## config.mk

```make
export PLATFORM = sky130hd
export DESIGN_NAME = pipe_stage_reg
export DESIGN_NICKNAME = d
export VERILOG_FILES = /design/src/rtl/pipe_pkg.sv /design/src/rtl/pipe_stage_reg_sat_counter.sv /design/src/rtl/pipe_stage_reg.sv
export SDC_FILE = /design/constraint.sdc
export NUM_CORES = 1
export LEC_CHECK = 0
export ABC_AREA = 1
export BUFFER_PORTS_ARGS = -buffer_cell sky130_fd_sc_hd__buf_4
export CAP_MARGIN = 20
export CORE_AREA = 5 5 157 159
export DETAILED_ROUTE_END_ITERATION = 10
export DIE_AREA = 0 0 162 164
export PLACE_DENSITY = 0.66
export SYNTH_ARGS = -nofsm -noshare
export SYNTH_HDL_FRONTEND = slang
export SYNTH_SLANG_ARGS = --single-unit
export TNS_END_PERCENT = 10
```

## constraint.sdc

```tcl
create_clock -name clk -period 2.1 [get_ports clk]
set_input_delay 0.105 -clock clk [delete_from_list [all_inputs] [get_ports clk]]
set_output_delay 0.105 -clock clk [all_outputs]
set_load 0.005 [all_outputs]
```

## src/rtl/pipe_pkg.sv

```systemverilog
// Shared pipeline definitions: stage bundle widths, ID/EX field layout and the default bubble.
package pipe_pkg;

    localparam int IF_ID_W  = 64;
    localparam int ID_EX_W  = 183;
    localparam int EX_MEM_W = 107;
    localparam int MEM_WB_W = 71;

    // ID/EX bit offsets (LSB of each field), listed MSB to LSB.
    localparam int ROTATE_SIGNAL_O = 182;
    localparam int PC_4_O          = 150;
    localparam int PC_O            = 118;
    localparam int MUX_COMPLMNT_O  = 117;
    localparam int MUX_INP_2_O     = 116;
    localparam int MUX_INP_1_O     = 115;
    localparam int MUX_D_MEM_O     = 114;
    localparam int WRITE_REG_EN_O  = 113;
    localparam int WRITE_ADDRESS_O = 108;
    localparam int D_MEM_R_O       = 107;
    localparam int D_MEM_W_O       = 106;
    localparam int BRANCH_O        = 105;
    localparam int JUMP_O          = 104;
    localparam int ALU_OP_O        = 101;
    localparam int FUN_3_O         = 98;
    localparam int MUX_RESULT_O    = 96;
    localparam int DATA_1_O        = 64;
    localparam int DATA_2_O        = 32;
    localparam int MUX_1_OUT_O     = 0;

    typedef struct packed {
        logic        rotate_signal;
        logic [31:0] pc_4;
        logic [31:0] pc;
        logic        mux_complmnt;
        logic        mux_inp_2;
        logic        mux_inp_1;
        logic        mux_d_mem;
        logic        write_reg_en;
        logic [4:0]  write_address;
        logic        d_mem_r;
        logic        d_mem_w;
        logic        branch;
        logic        jump;
        logic [2:0]  alu_op;
        logic [2:0]  fun_3;
        logic [1:0]  mux_result;
        logic [31:0] data_1;
        logic [31:0] data_2;
        logic [31:0] mux_1_out;
    } id_ex_t;

    // All-zero decodes as a NOP: no register write, no memory access.
    localparam logic [ID_EX_W-1:0] ID_EX_BUBBLE = '0;

endpackage

```

## src/rtl/pipe_stage_reg_sat_counter.sv

```systemverilog
// Saturating up-counter used for per-stage stall/flush performance statistics.
module sat_counter #(
    parameter int CNT_W = 16
) (
    input  logic             clk,
    input  logic             reset,
    input  logic             inc,
    output logic [CNT_W-1:0] count
);

    localparam logic [CNT_W-1:0] ONE = {{(CNT_W-1){1'b0}}, 1'b1};

    logic [CNT_W-1:0] count_reg;

    always_ff @(posedge clk) begin
        if (reset) begin
            count_reg <= '0;
        end else if (inc && (count_reg != '1)) begin
            count_reg <= count_reg + ONE;
        end
    end

    assign count = count_reg;

endmodule

```

## src/rtl/pipe_stage_reg.sv

```systemverilog
// Pipeline stage register with valid/ready, stall hold, flush-to-bubble and perf counters.
// Define PIPE_STAGE_SKID_EN to add a one-entry skid buffer that registers in_ready.
module pipe_stage_reg
    import pipe_pkg::*;
#(
    parameter int               WIDTH  = ID_EX_W,
    parameter logic [WIDTH-1:0] BUBBLE = {WIDTH{1'b0}},
    parameter int               CNT_W  = 16
) (
    input  logic             clk,
    input  logic             reset,
    input  logic [WIDTH-1:0] in_data,
    input  logic             in_valid,
    output logic             in_ready,
    output logic [WIDTH-1:0] out_data,
    output logic             out_valid,
    input  logic             out_ready,
    input  logic             stall,
    input  logic             flush,
    output logic [CNT_W-1:0] stall_cnt,
    output logic [CNT_W-1:0] flush_cnt
);

    logic [WIDTH-1:0] data_reg;
    logic             valid_reg;
    logic             in_fire;
    logic             out_fire;
    logic             stall_inc;

    // A stalled stage still holds its instruction but must not hand it on.
    assign out_valid = valid_reg & ~stall;
    assign out_data  = data_reg;
    assign in_fire   = in_valid & in_ready;
    assign out_fire  = out_valid & out_ready;

`ifdef PIPE_STAGE_SKID_EN
    logic [WIDTH-1:0] skid_data_reg;
    logic             skid_valid_reg;

    assign in_ready = ~skid_valid_reg & ~stall;

    always_ff @(posedge clk) begin
        if (reset || flush) begin
            data_reg       <= BUBBLE;
            valid_reg      <= 1'b0;
            skid_data_reg  <= BUBBLE;
            skid_valid_reg <= 1'b0;
        end else if (!stall) begin
            if (out_fire) begin
                if (skid_valid_reg) begin
                    data_reg       <= skid_data_reg;
                    skid_valid_reg <= 1'b0;
                end else if (in_fire) begin
                    data_reg <= in_data;
                end else begin
                    valid_reg <= 1'b0;
                end
            end else if (in_fire) begin
                // Main entry is occupied and not draining: park the payload.
                if (valid_reg) begin
                    skid_data_reg  <= in_data;
                    skid_valid_reg <= 1'b1;
                end else begin
                    data_reg  <= in_data;
                    valid_reg <= 1'b1;
                end
            end
        end
    end
`else
    assign in_ready = ~stall & (~valid_reg | out_ready);

    always_ff @(posedge clk) begin
        if (reset || flush) begin
            data_reg  <= BUBBLE;
            valid_reg <= 1'b0;
        end else if (!stall) begin
            if (in_fire) begin
                data_reg  <= in_data;
                valid_reg <= 1'b1;
            end else if (out_fire) begin
                valid_reg <= 1'b0;
            end
        end
    end
`endif

    // Stall and backpressure share one increment so a cycle is counted once.
    assign stall_inc = ~flush & (stall | (valid_reg & ~out_ready));

    sat_counter #(.CNT_W(CNT_W)) u_stall_cnt (
        .clk   (clk),
        .reset (reset),
        .inc   (stall_inc),
        .count (stall_cnt)
    );

    sat_counter #(.CNT_W(CNT_W)) u_flush_cnt (
        .clk   (clk),
        .reset (reset),
        .inc   (flush),
        .count (flush_cnt)
    );

endmodule
```

==> metrics.txt, run 1 <==
status=finished, final reports clean; initial antenna violation count=1; max reg flops=183; clock root buffer=clkbuf_16; H-tree depth=1; setup tns final=0 ns; row cnt=56; IO Pins=406; 1st-iter DRT viols=643; Nets=1871; synthesized area per cell=7.50 um2; skew final=0.0103 ns; clk sink count=roughly 220; CP arrival=approximately 1.8 ns; fraction of layout cells with a size suffix above 1=27.8%; GP Congestion=between 0.8 and 0.9; Cell Area, Synth=8510 um2; synthesized flop and latch total=between 200 and 250; CTS buffer count=26; ANT nets after route=0; fin crit share=91.0%; drt total wl=about 35000 um; Finished Core Util=between 60% and 70%; largest net degree at the start of global routing=107; GRT Total Usage=approximately a quarter; largest cells by area after synthesis=dfxtp_1 51%, nand3_1 13%, a21oi_1 12%; Crit. End Element=output pin; Hold Fails Final Rpt=0; post-CTS setup buffers=0; RSZ-0062 raised after global routing=no; Syn Nets=~1300; DP Worst Slack=0.427 ns; worst-case clock buffer depth=3; Via Count=10180; Remaining DRCs=0; final setup vio count=0; register area share after synthesis=50.8%; WL/cell=17.5 um; Initial Util=36.8%; Max Cap Viol=0; vias in the first global route=between 10000 and 15000; Crit Path Category=flop to output pin; Die ar.=about 27000 um2; worst path cell trace=nand2_1 > nand2_1 > inv_6 > buf_12 > buf_4; pwr/cell area=roughly 700 nW/um2; Max Clk Rate=~520 MHz; Slew HR=65.6%; Critical Path RT=2.00 ns; core area=23100 um2; average vias per placed instance=5.12; cell mode on critical path=nand2_1; DRT Pass-1 Iters=5; cell taking the most area after synthesis=dfxtp_1; Final Worst Setup Slack=0.188 ns; Final HPWL DP=between 20000 and 25000 um; die width=162 um; worst-path fanout max=between 80 and 90; total grt overflow=0; Die H=164 um; fillers=1887; Worst path max stage delay=between 0.3 and 0.4 ns; share of the synthesized area in the top cell type=50.8%; Max Transition Viols Final=0; global-route wire length before repair=53400 um; yosys synthesis warning count=0; Area Growth Syn to Fin=69.3%; Worst-Margin Slew=between 0.5 and 0.6 ns; hold crit path type=primary input to flop; Synth cell types=22; Synth Instances=1136; Tmin final=1.91 ns; PostCTS Resize Cnt=0; Clock Latency Late Sink=0.52 ns; VDD IR max=536 uV; Leakage=6.09 nW; Crit-path slowest cell=dfxtp_1; Reg clk slew, reported paths=~0.050 ns; port bufs=405; CTS tree=yes; minimum hold slack=about 0.14 ns; startpoint class of the critical path=flop
-- critical path: cells and delay by family, from the launching register on --
kind / cells / cell delay, ns
simple gates: 2 / 0.25
buf+inv: 3 / 0.64
flops: 1 / 0.32
-- path summary, 6_finish.rpt --
kind | start | endpoint | slack (ns) | cells after the start
setup / recovery | valid_reg | in_ready | 0.19 | 5
hold / removal | out_ready | valid_reg | 0.14 | 6
setup reg to reg | u_flush_cnt.count[0] | u_flush_cnt.count[9] | 0.41 | 8
hold reg to reg | out_data[119] | out_data[119] | 0.46 | 2
-- placed cells by master, fill, tap and decap left out --
cell type	synthesis	final
buf_4	19	409
nand2_1	271	270
dfxtp_1	216	216
nand3_1	214	214
a21oi_1	208	208
dlygate4sd3_1	0	184
nor2_1	84	84
inv_1	28	28
clkbuf_16	0	27
buf_12	0	9
nor2_2	6	6
clkbuf_1	31	6
o21ai_0	4	4
clkbuf_8	0	4
inv_2	4	3
bufinv_16	0	3
diode_2	0	2
nand2_2	3	2
nand4_1	2	2
nor3_1	2	2
nand3b_1	2	2
ha_1	2	2
clkinv_2	0	2
inv_6	0	1
nand2_8	0	1
nand2_4	0	1
nand3_2	1	1
a31oi_1	1	1
nor3b_2	1	1
clkinv_4	0	1
buf_6	3	1
-- report_power, final --
part	switching (mW)	internal (mW)
sequential	0.0530	4.18
combinational	0.563	0.683
clock	1.70	2.83
total	2.32	7.70
-- cell families after synthesis --
family                     share of synthesized area (%)
DFF                                                 50.8
and+or+nand+nor                                     29.6
adders and majority gates                          0.294
buffers and inverters                               6.79
AOI/OAI and AO/OA                                   12.5
-- synthesized netlist by cell type (all sizes together) --
cell / n
a21oi: 208
a31oi: 1
buf: 56
clkbuf: 31
dfxtp: 216
ha: 2
inv: 32
nand2: 274
nand3: 215
nand3b: 2
nand4: 2
nor2: 90
nor3: 2
nor3b: 1
o21ai: 4
-- layout make-up --
class                   count  area (um2)  area share (%)
flip-flops and latches    216        4320            30.0
clock buffers              37         753            5.22
diodes                      2        5.00          0.0347
inverters                  32         125           0.868
multi-input cells         801        3630            25.2
repair buffers            603        5100            35.4
well taps                 290         363            2.52
clock inverters             6         109           0.755
-- layer usage --
layer	track usage, %	wire length [um]	up-vias
met5	0	0	-
met4	11.5	1930	0
met3	6.07	2720	128
met2	42.7	16900	487
met1	27.8	13300	4696
li1	-	-	4869
-- timing repair --
action / 4_1_cts / 5_1_grt
hold buffers: 184 / 0
endpoints found under the setup margin: 0 / 0
hold endpoints to repair: 184 / 0
-- through the flow --
| step | instances | instance area [um2] | power (mW) |
|---|---|---|---|
| after floorplan | 1136 | 8510 | 4.72 |
| after global placement | 1758 | 11700 | 5.25 |
| after detailed placement | 1758 | 11700 | 5.25 |
| after CTS | 1985 | 14400 | 10.1 |
| after global routing | 1986 | 14400 | 10.4 |
| final | 1987 | 14400 | 10.0 |
(Power assumes the default switching activity.)
==> run 2, diff against run 1 <==
Settings changed: PLACE_DENSITY 0.66 to 0.63.
==> metrics.txt, run 2 (same netlist as run 1, synthesis figures left out) <==
H-tree depth=1; Nets=1876; total grt overflow=0; CP arrival=1.86 ns; Tmin final=1.97 ns; global-route wire length before repair=53900 um; ANT nets after route=0; worst-case clock buffer depth=3; R2R Setup Slk=0.39 ns; Worst-Margin Slew=0.505 ns; CTS buffer count=25; Via Count=10059; GP Congestion=0.878; PostCTS Resize Cnt=0; Reg2Reg Depth=8; Initial Util=36.8%; final setup vio count=0; Clock Latency Late Sink=0.52 ns; clk sink count=216; skew final=roughly 0.013 ns; Crit Path Category=flop to output pin; fillers=~1900; worst-path fanout max=36; CTS tree=yes; IO Pins=406; reg2reg start=u_flush_cnt.count[0]; Die H=164 um; Max Cap Viol=0; Finished Core Util=about 62%; Die ar.=26600 um2; drt total wl=34700 um; DRT Pass-1 Iters=5; Crit. End Element=output pin; Hold Fails Final Rpt=0; vias in the first global route=9929; worst r2r dst=u_flush_cnt.count[2]; core area=23100 um2; most frequent cells in the layout=415 x buf_4, 270 x nand2_1, 216 x dfxtp_1; Reg clk slew, reported paths=0.06 ns; VDD IR max=547 uV; most common cell after layout, fill and taps aside=buf_4; RSZ-0062 raised after global routing=no; Remaining DRCs=0; Final HPWL DP=23200 um; fraction of layout cells with a size suffix above 1=between 20% and 30%; average vias per placed instance=5.05; Max Transition Viols Final=0; Critical Path RT=roughly 2 ns; Leakage=6.09 nW; fin crit share=93.6%; 1st-iter DRT viols=654; row cnt=56; status=finished, final reports clean; pwr/cell area=675 nW/um2; Area Growth Syn to Fin=69.0%; setup tns final=0 ns; GRT Total Usage=24.6%; largest net degree at the start of global routing=65; initial antenna violation count=1; die width=162 um; Cells on Worst Hold Path=3; hold_sp=in_valid; Worst Hold End=out_data[123]; port bufs=405; hold crit path type=primary input to flop; Slew HR=66.4%; max reg flops=183; clock root buffer=clkbuf_16; startpoint class of the critical path=flop; WL/cell=17.4 um; Max Clk Rate=509 MHz
## run 2: cell types whose count changed in the layout (fill, tap and decap cells not counted), sizes merged
cell / before / now
diode: 2 / 1
bufinv: 3 / 1
clkinv: 3 / 4
buf: 419 / 425
inv: 32 / 33
clkinvlp: 0 / 1
clkbuf: 37 / 36
## run 2: layer usage
metal	wire, um	share of wire [%]	track usage [%]	up-vias
met2	17000	49	42.1	406
met5	0	0	0	-
met3	2670	7.7	6.75	88
li1	-	-	-	4877
met4	1560	4.5	9.96	0
met1	13500	39	29.2	4688
## run 2: layout make-up
type	count	area (um2)	area share [%]
Timing Repair Buffer	609	5150	35.8
Sequential cell	216	4320	30.0
Multi-Input combinational cell	801	3630	25.2
Clock buffer	36	727	5.05
Tap cell	290	363	2.52
Inverter	32	125	0.869
Clock inverter	7	66.3	0.461
Antenna cell	1	2.50	0.0174
## run 2: worst max path at each step
stage	from	end	slack, ns
after floorplan	u_stall_cnt.count[0]	u_stall_cnt.count[15]	0.65
after global placement	u_flush_cnt.count[0]	u_flush_cnt.count[11]	0.49
after detailed placement	u_flush_cnt.count[0]	u_flush_cnt.count[2]	0.42
after CTS	valid_reg	in_ready	0.12
after global routing	valid_reg	in_ready	0.01
final	valid_reg	in_ready	0.13
## run 2: report_power, final
group	internal, mW	switching (mW)
sequential	4.18	0.0516
combinational	0.689	0.558
clock	2.51	1.72
## run 2: worst max-delay path, stage by stage (launching register included)
cell     delay [ns]
dfxtp_1        0.32
nand2_1        0.09
nand2_1        0.19
inv_6          0.18
buf_4          0.37
buf_4          0.19
## run 2: through the flow
step | cell area (um2) | total power [mW] | hold slack, ns | worst slack, ns | instances
after global routing | 14400 | 10.1 | 0.0353 | 0.0107 | 1991
final | 14400 | 9.72 | 0.0301 | 0.134 | 1992
after global placement | 11800 | 5.26 | 0.390 | 0.493 | 1764
after floorplan | 8510 | 4.72 | 0.241 | 0.652 | 1136
after CTS | 14400 | 9.82 | 0.0168 | 0.117 | 1991
after detailed placement | 11800 | 5.27 | 0.394 | 0.423 | 1764
## run 2: repair_timing
item / in CTS / in global routing
hold buffers: 184 / 0
buffers inserted: 0 / 0
hold endpoints to repair: 184 / 0
